<file path="src/rtl/data_memory_responder.sv">
// Single-port word memory behind a valid/ready request/response handshake.
// Each request waits LATENCY cycles, then its response is held until the initiator consumes it.
module data_memory_responder #(
    parameter int DEPTH   = 64,
    parameter int LATENCY = 2
) (
    input  logic        clk,
    input  logic        rst,
    input  logic        req_valid,
    output logic        req_ready,
    input  logic        req_write,
    input  logic [31:0] req_addr,
    input  logic [31:0] req_wdata,
    output logic        resp_valid,
    input  logic        resp_ready,
    output logic [31:0] resp_rdata,
    output logic        resp_err
);

    localparam int IDX_W = (DEPTH > 1) ? $clog2(DEPTH) : 1;

    typedef enum logic [1:0] {IDLE, WAIT, RESP} state_t;

    state_t             state_q;
    logic [3:0]         cnt_q;
    logic               wr_q;
    logic [IDX_W-1:0]   idx_q;
    logic [31:0]        wdata_q;
    logic               err_q;
    logic               req_ready_q;
    logic               resp_valid_q;
    logic               resp_err_q;
    logic [31:0]        resp_rdata_q;

    // NOTE: the memory is zeroed by its declaration, never by rst, so contents survive a reset.
    logic [31:0]        mem_q [DEPTH] = '{default: 32'h0};

    logic               live_err_d;
    logic               acc_write_d;
    logic               acc_err_d;
    logic [IDX_W-1:0]   acc_idx_d;
    logic [31:0]        acc_wdata_d;
    logic               enter_resp_d;

    // The access happens on the edge entering RESP; with LATENCY=0 that is the accepting edge,
    // so the live request is used instead of the captured copy.
    // NOTE: always_comb assigns every output first, so no path can infer a latch.
    always_comb begin
        live_err_d  = (req_addr[1:0] != 2'b00) || ({2'b00, req_addr[31:2]} >= 32'(DEPTH));
        acc_write_d = wr_q;
        acc_err_d   = err_q;
        acc_idx_d   = idx_q;
        acc_wdata_d = wdata_q;
        if (state_q == IDLE) begin
            acc_write_d = req_write;
            acc_err_d   = live_err_d;
            acc_idx_d   = req_addr[IDX_W+1:2];
            acc_wdata_d = req_wdata;
        end
        enter_resp_d = !rst && (((state_q == IDLE) && req_valid && (LATENCY == 0)) ||
                                ((state_q == WAIT) && (cnt_q == 4'd0)));
    end

    always_ff @(posedge clk) begin
        if (enter_resp_d && acc_write_d && !acc_err_d) begin
            mem_q[acc_idx_d] <= acc_wdata_d;
        end
    end

    // NOTE: sequential state uses non-blocking assignments so every register sees pre-edge values.
    always_ff @(posedge clk) begin
        if (rst) begin
            state_q      <= IDLE;
            cnt_q        <= 4'd0;
            req_ready_q  <= 1'b1;
            resp_valid_q <= 1'b0;
            resp_err_q   <= 1'b0;
            resp_rdata_q <= 32'h0;
        end else begin
            case (state_q)
                IDLE: begin
                    if (req_valid) begin
                        wr_q        <= req_write;
                        idx_q       <= req_addr[IDX_W+1:2];
                        wdata_q     <= req_wdata;
                        err_q       <= live_err_d;
                        req_ready_q <= 1'b0;
                        if (LATENCY == 0) begin
                            state_q <= RESP;
                        end else begin
                            state_q <= WAIT;
                            cnt_q   <= 4'(LATENCY - 1);
                        end
                    end
                end
                WAIT: begin
                    if (cnt_q == 4'd0) begin
                        state_q <= RESP;
                    end else begin
                        cnt_q <= cnt_q - 4'd1;
                    end
                end
                RESP: begin
                    if (resp_ready) begin
                        state_q      <= IDLE;
                        resp_valid_q <= 1'b0;
                        req_ready_q  <= 1'b1;
                    end
                end
                default: state_q <= IDLE;
            endcase

            if (enter_resp_d) begin
                resp_valid_q <= 1'b1;
                resp_err_q   <= acc_err_d;
                resp_rdata_q <= (acc_write_d || acc_err_d) ? 32'h0 : mem_q[acc_idx_d];
            end
        end
    end

    assign req_ready  = req_ready_q;
    assign resp_valid = resp_valid_q;
    assign resp_rdata = resp_rdata_q;
    assign resp_err   = resp_err_q;

endmodule

</file>
<file path="config.mk">
export PLATFORM = sky130hd
export DESIGN_NAME = data_memory_responder
export DESIGN_NICKNAME = d
export VERILOG_FILES = /design/src/rtl/data_memory_responder.sv
export SDC_FILE = /design/constraint.sdc
export NUM_CORES = 2
export LEC_CHECK = 0
export ABC_AREA = 1
export BUFFER_PORTS_ARGS = -buffer_cell sky130_fd_sc_hd__buf_2
export CAP_MARGIN = 25
export CORE_MARGIN = 3
export CORE_UTILIZATION = 49
export DETAILED_ROUTE_END_ITERATION = 7
export PLACE_DENSITY_LB_ADDON = 0.08
export SLEW_MARGIN = 10
export SYNTH_ARGS = -nofsm -noshare
export SYNTH_HDL_FRONTEND = slang
export SYNTH_SLANG_ARGS = --single-unit
</file>
<file path="constraint.sdc">
create_clock -name clk -period 4.7 [get_ports clk]
set_input_delay 1.175 -clock clk [delete_from_list [all_inputs] [get_ports clk]]
set_output_delay 1.175 -clock clk [all_outputs]
set_load 0.01 [all_outputs]
</file>
* Word level (Yosys, flattened, before mapping)
Memories as Yosys holds them, arrays and structs flattened.
Index checks and enable logic that the tools add are counted.
** Cells by class
- Add/sub/neg operators :: 1
- $mul :: 0
- Divide/modulo/power cells :: 0
- $lt $le $gt $ge :: 1
- Equality and inequality tests :: 6
- Shift operators :: 0
- Mux-type cells :: 20
- Bitwise gates (word level) :: 1
- Reductions and logical operators :: 20
** Operators with widths (number)
- 2-to-1 mux 32 bit :: 2
- >= comparator 30 x 7 -> 1 bit (second input constant) :: 1
- AND reduction 3 bit :: 4
- nonzero test 2 bit :: 5
- 2-to-1 mux 1 bit :: 9
- 2-to-1 mux 4 bit :: 2
- case mux 4 bit (2 select lines) :: 1
- 2-to-1 mux 2 bit :: 3
- 2-to-1 mux 6 bit :: 1
- != test 2 bit (second input constant) :: 3
- case mux 2 bit (3 select lines) :: 1
- logical AND 1 bit :: 4
- logical NOT 4 bit :: 1
- subtractor 4 x 1 -> 4 bit (second input constant) :: 1
- == test 2 x 1 -> 1 bit (second input constant) :: 1
- == test 2 bit (second input constant) :: 1
- logical NOT 1 bit :: 2
- logical NOT 2 bit :: 1
- logical OR 1 bit :: 2
- != test 2 x 1 -> 1 bit (second input constant) :: 1
- case mux 1 bit (2 select lines) :: 1
- AND reduction 2 bit :: 1
- inverter 1 bit :: 1
** Storage, ports and cells
- Flip-flop bits (word level) :: 81
- Latch bits :: 0
- Bits in writable memories :: 2048
- Memory bits (read-only) :: 0
- Logic and storage cells :: 60
- Memories :: 1
** Memory list
- mem_q :: words 64, width 32, read ports 1, clocked after memory_dff 0, wr ports 1, line 36 : logic [31:0] mem_q [DEPTH] = '{default: 32'h0};

* Logic depth before layout (Yosys ltp)
- Depth after elaboration :: 7
- Mapped depth :: 18

* Least setup slack after synthesis
OpenSTA, ideal clock, no wires.
- Path kind :: input -> register
- Start :: input port req_addr[5]
- End :: memory mem_q[0][0] (enable)
- Library setup time :: 0.421 ns
- Arrival :: 3.660 ns
- Data required time :: 4.279 ns
- Setup slack :: 0.618 ns
- Stages :: 7
- Buffers on the path :: 1
- Cells stage by stage :: or2_2 o21ai_4 inv_2 nor3_2 buf_2 inv_1 nor2_1
** On the way
- Word-level cells in the longest chain between the ends :: 7
- Elaborated cells between the ends (all ways) :: 8
- Those cells by class :: order compare (1); mux (4); reduce/logical (3)
** Ends and longest elaborated chain
- start: declaration :: line 12 : input logic [31:0] req_addr,
- >= comparator 30 x 7 -> 1 bit :: line 49 : live_err_d = (req_addr[1:0] != 2'b00) || ({2'b00, req_addr[31:2]} >= 32'(DEPTH));
- logical OR 1 bit :: line 49
- 2-to-1 mux 1 bit :: line 54 : if (state_q == IDLE) begin
- logical NOT 1 bit :: line 65 : if (enter_resp_d && acc_write_d && !acc_err_d) begin
- logical AND 1 bit :: line 65
- 2-to-1 mux 1 bit :: line 65
- 2-to-1 mux 1 bit (not written as such) :: line 66 : mem_q[acc_idx_d] <= acc_wdata_d;
- end: declaration :: line 36
Parallel ways exist; a longest one is shown, timed or not.

* Final worst setup path
- Start :: register cnt_q[0]
- End :: register resp_rdata_q[11] (netlist: resp_rdata[11])
** On the way
- Word-level cells in the longest chain between the ends :: 3
** Ends and longest elaborated chain
- start: declaration :: line 25 : logic [3:0] cnt_q;
- start signal: assignment :: line 92 : cnt_q <= 4'(LATENCY - 1);
- start signal: assignment :: line 100 : cnt_q <= cnt_q - 4'd1;
- logical NOT 4 bit :: line 61 : ((state_q == WAIT) && (cnt_q == 4'd0)));
- logical AND 1 bit :: line 61
- logical AND 1 bit :: line 60 : enter_resp_d = !rst && (((state_q == IDLE) && req_valid && (LATENCY == 0)) ||
- end signal: assignment :: line 116 : resp_rdata_q <= (acc_write_d || acc_err_d) ? 32'h0 : mem_q[acc_idx_d];
- end: declaration :: line 33 : logic [31:0] resp_rdata_q;
No other way between the ends.
A chain may end at the register's enable or synchronous reset.

==> reports/results.txt <==
Clk Latency, worst-skew pair -> 0.85 ns
global-route wire length before repair -> 399 mm
Starting DRT DRC Count -> 6,734
post-DP HPWL -> 169 mm
Root Buffer Master -> clkbuf_16
top cell type's share of synthesized area -> 70.6%
Area after DPL -> 94,300 um2
row count -> 155
PostCTS Resize Cnt -> 0
Reg2Reg Launch Point -> cnt_q[0]$_SDFFE_PP0P_
Crit path required time -> 5.46 ns
switching part of the total -> 29.1%
min cycle time layout -> 3.83 ns
Post-Syn Nets -> 8,416
Crit. Startpoint -> cnt_q[0]$_SDFFE_PP0P_
Max Clk Rate -> 0.261 GHz
Syn Area/Cell -> 10.6 um2
CTS tree -> yes
RSZ-0062 raised after global routing -> false
Synth cell types -> 35
Worst-path clk slew -> 0.06 ns
DR top layer -> met5
wire length on met2 -> 130 mm
average vias per placed instance -> 5.40
antenna violations before repair -> 18
worst hold start -> req_ready$_SDFFE_PP1P_
Starting Density -> 49.5%
H-tree levels -> 4
final core occ -> 56.4%
final setup violation count -> 0
Fin Hold WS -> 0.456 ns
met1 wire length -> 113 mm
Setup Buffers After CTS -> 0
TNS Setup -> 0 ns
post-route cell area -> 101,000 um2
Remaining DRCs -> 0
Routed met3 length -> 22.2 mm
critical path arrival -> 4.59 ns
Final ANT Viol Nets -> 0
top post-synthesis cells by area -> edfxtp_1 71%, nand2_1 16%, inv_1 3.8%
top-level I/O count -> 104
fin nets -> 8,634
number of clock sinks -> 2,129
Cell Pwr Density -> 458 nW/um2
Clk network pwr share -> 36.1%
fin cells -> 11,100
pins over their slew limit -> 0
worst vdd ir -> 0.347 mV
post-route clock period utilization -> 81.4%
FF/Latch Area -> 63,500 um2
Seq cells post-synth -> 2,129
die height -> 432 um
wire per inst -> 25.0 um
cell leakage power -> 40.9 nW
gr usage total -> 29.7%
slowest CP cell -> a21oi_1
total die area -> 187,000 um2
max_cap viols -> 0
post-synthesis sequential area ratio -> 71.5%
Post-Syn Instances -> 8,345
most common cell after layout, fill and taps aside -> nand2_1
crit path max fanout -> 5
GPL Wtd Cong -> 0.912
share of layout cells above drive strength 1 -> 9.48%
Comb power frac -> 17.2%
worst slew pin tran -> 1.08 ns
most frequent cells in the layout -> 3,689 x nand2_1, 2,088 x edfxtp_1, 895 x inv_1, 572 x nand3_1, 220 x clkbuf_16
crit path launch type -> flip-flop
status -> finished clean
Routed WL -> 278 mm
placed cell count -> 10,700
post-synth top area cell -> edfxtp_1
largest buffer count on any clock path -> 3
Detailed Routing Iterations Pass 1 -> 6
PortBufs -> 103
CP Capture Type -> flip-flop
Fill cells -> 15,100
gr ovfl total -> 0
WS Path Type -> flip-flop to flip-flop
largest net degree at the start of global routing -> 95
final hold viol count -> 0
vias in the first global route -> 56,300
synthesis-to-finish area growth -> 13.9%
multi-input logic area -> 20,700 um2
Core Box Area -> 179,000 um2
worst-path cell chain -> inv_1 > ha_1 > nand3_1 > nor3_1 > nand3_1 > nor2_1 > inv_1 > buf_4 > a21oi_1 > nand3_1 > a21oi_1
worst min path class -> flip-flop to flip-flop
Syn Std Cell Area -> 88,900 um2
register share of total power -> 46.7%
CP max stage delay -> 0.82 ns
internal power -> 32.9 mW
Hold Buf Count CTS -> 0
Net Sw Power -> 13.5 mW
CTS buffer count -> 219
vias -> 60,000
Top cell by count, worst path -> nand3_1
chip width -> 432 um
final setup skew -> 0.0431 ns
Synth warnings -> 0
Slew headroom -> 28.0%
==> flip-flops by register name, summed over array words and instances, names as in the netlist <==
register and flops:
resp_valid 1, resp_rdata 32, mem_q 2048, cnt_q 4, resp_err 1, wdata_q 32
state_q 2, idx_q 6, err_q 1, wr_q 1, req_ready 1
==> routing by layer <==
metal  track usage, %  vias up
met5                0        -
li1                 -    27700
met4             12.4        6
met3             5.09      510
met2             47.4     2344
met1             40.5    29400
==> power groups by stage <==
| stage | combinational [mW] | sequential (mW) | clock, mW |
|---|---|---|---|
| after floorplan | 4.20 | 22.1 | 0 |
| after global placement | 7.84 | 22.1 | 0 |
| after detailed placement | 7.91 | 22.1 | 0 |
| after CTS | 7.93 | 21.7 | 16.9 |
| after global routing | 8.58 | 21.7 | 17.7 |
| final | 7.98 | 21.7 | 16.7 |
==> final cells by class <==
| cell class | count | area share [%] |
|---|---|---|
| well taps | 2355 | 2.91 |
| inverters | 904 | 3.35 |
| flip-flops and latches | 2129 | 62.7 |
| clock inverters | 114 | 0.943 |
| multi-input cells | 4906 | 20.4 |
| diodes | 6 | 0.0148 |
| repair buffers | 403 | 3.85 |
| clock buffers | 290 | 5.78 |
==> synthesized netlist by cell type <==
cell type / count
or2_2: 3
or4_1: 1
a31oi_1: 1
nand4_1: 124
dfxtp_1: 41
o21ai_2: 1
o21ai_1: 20
a21oi_1: 89
nor3_4: 2
buf_6: 2
edfxtp_1: 2088
o21ai_0: 160
clkbuf_1: 108
nand2_4: 1
nor2_2: 3
o41ai_1: 1
and2_1: 9
nor3_2: 5
clkinv_1: 1
buf_4: 33
buf_1: 17
nor3_1: 4
nand2_2: 4
nand3_1: 572
ha_1: 2
nor2_1: 168
o21ai_4: 1
nand3_2: 1
nand2_1: 3725
nor4_1: 6
inv_2: 8
inv_1: 895
o211ai_1: 1
buf_2: 246
nor2_4: 2
==> final timing paths <==
| check | endpoint | slack [ns] | cells after the start |
|---|---|---|---|
| setup / recovery | resp_rdata[11]$_SDFFE_PP0P_ | 0.87 | 11 |
| hold / removal | req_ready$_SDFFE_PP1P_ | 0.46 | 2 |
| setup reg to reg | resp_rdata[11]$_SDFFE_PP0P_ | 0.87 | 11 |
| hold reg to reg | req_ready$_SDFFE_PP1P_ | 0.46 | 2 |
==> cells by family (layout without fill, tap and decap cells) <==
kind of cell	Yosys count	in the layout	synth area share, %
compound gates	274	274	1.57
fa+ha+maj	2	2	0.0282
buf+inv	1310	1711	6.04
flops	2129	2129	71.5
other cells	0	6	0
simple gates	4630	4630	20.9
==> stage by stage <==
step           setup WS [ns]  total power [mW]
6_report               0.872              46.4
5_1_grt                0.716              48.0
4_1_cts                0.937              46.6
3_5_place_dp           0.397              30.0
3_3_place_gp           0.172              29.9
2_1_floorplan          0.618              26.3
==> critical path, delay by kind of cell (launching register included) <==
kind | cells | cell delay [ns]
DFF | 1 | 0.31
and+or+nand+nor | 5 | 1.72
AOI/OAI and AO/OA | 2 | 0.99
buffers and inverters | 3 | 0.53
adders and majority gates | 1 | 0.16
Note: power is estimated with default switching activity, not from simulation.
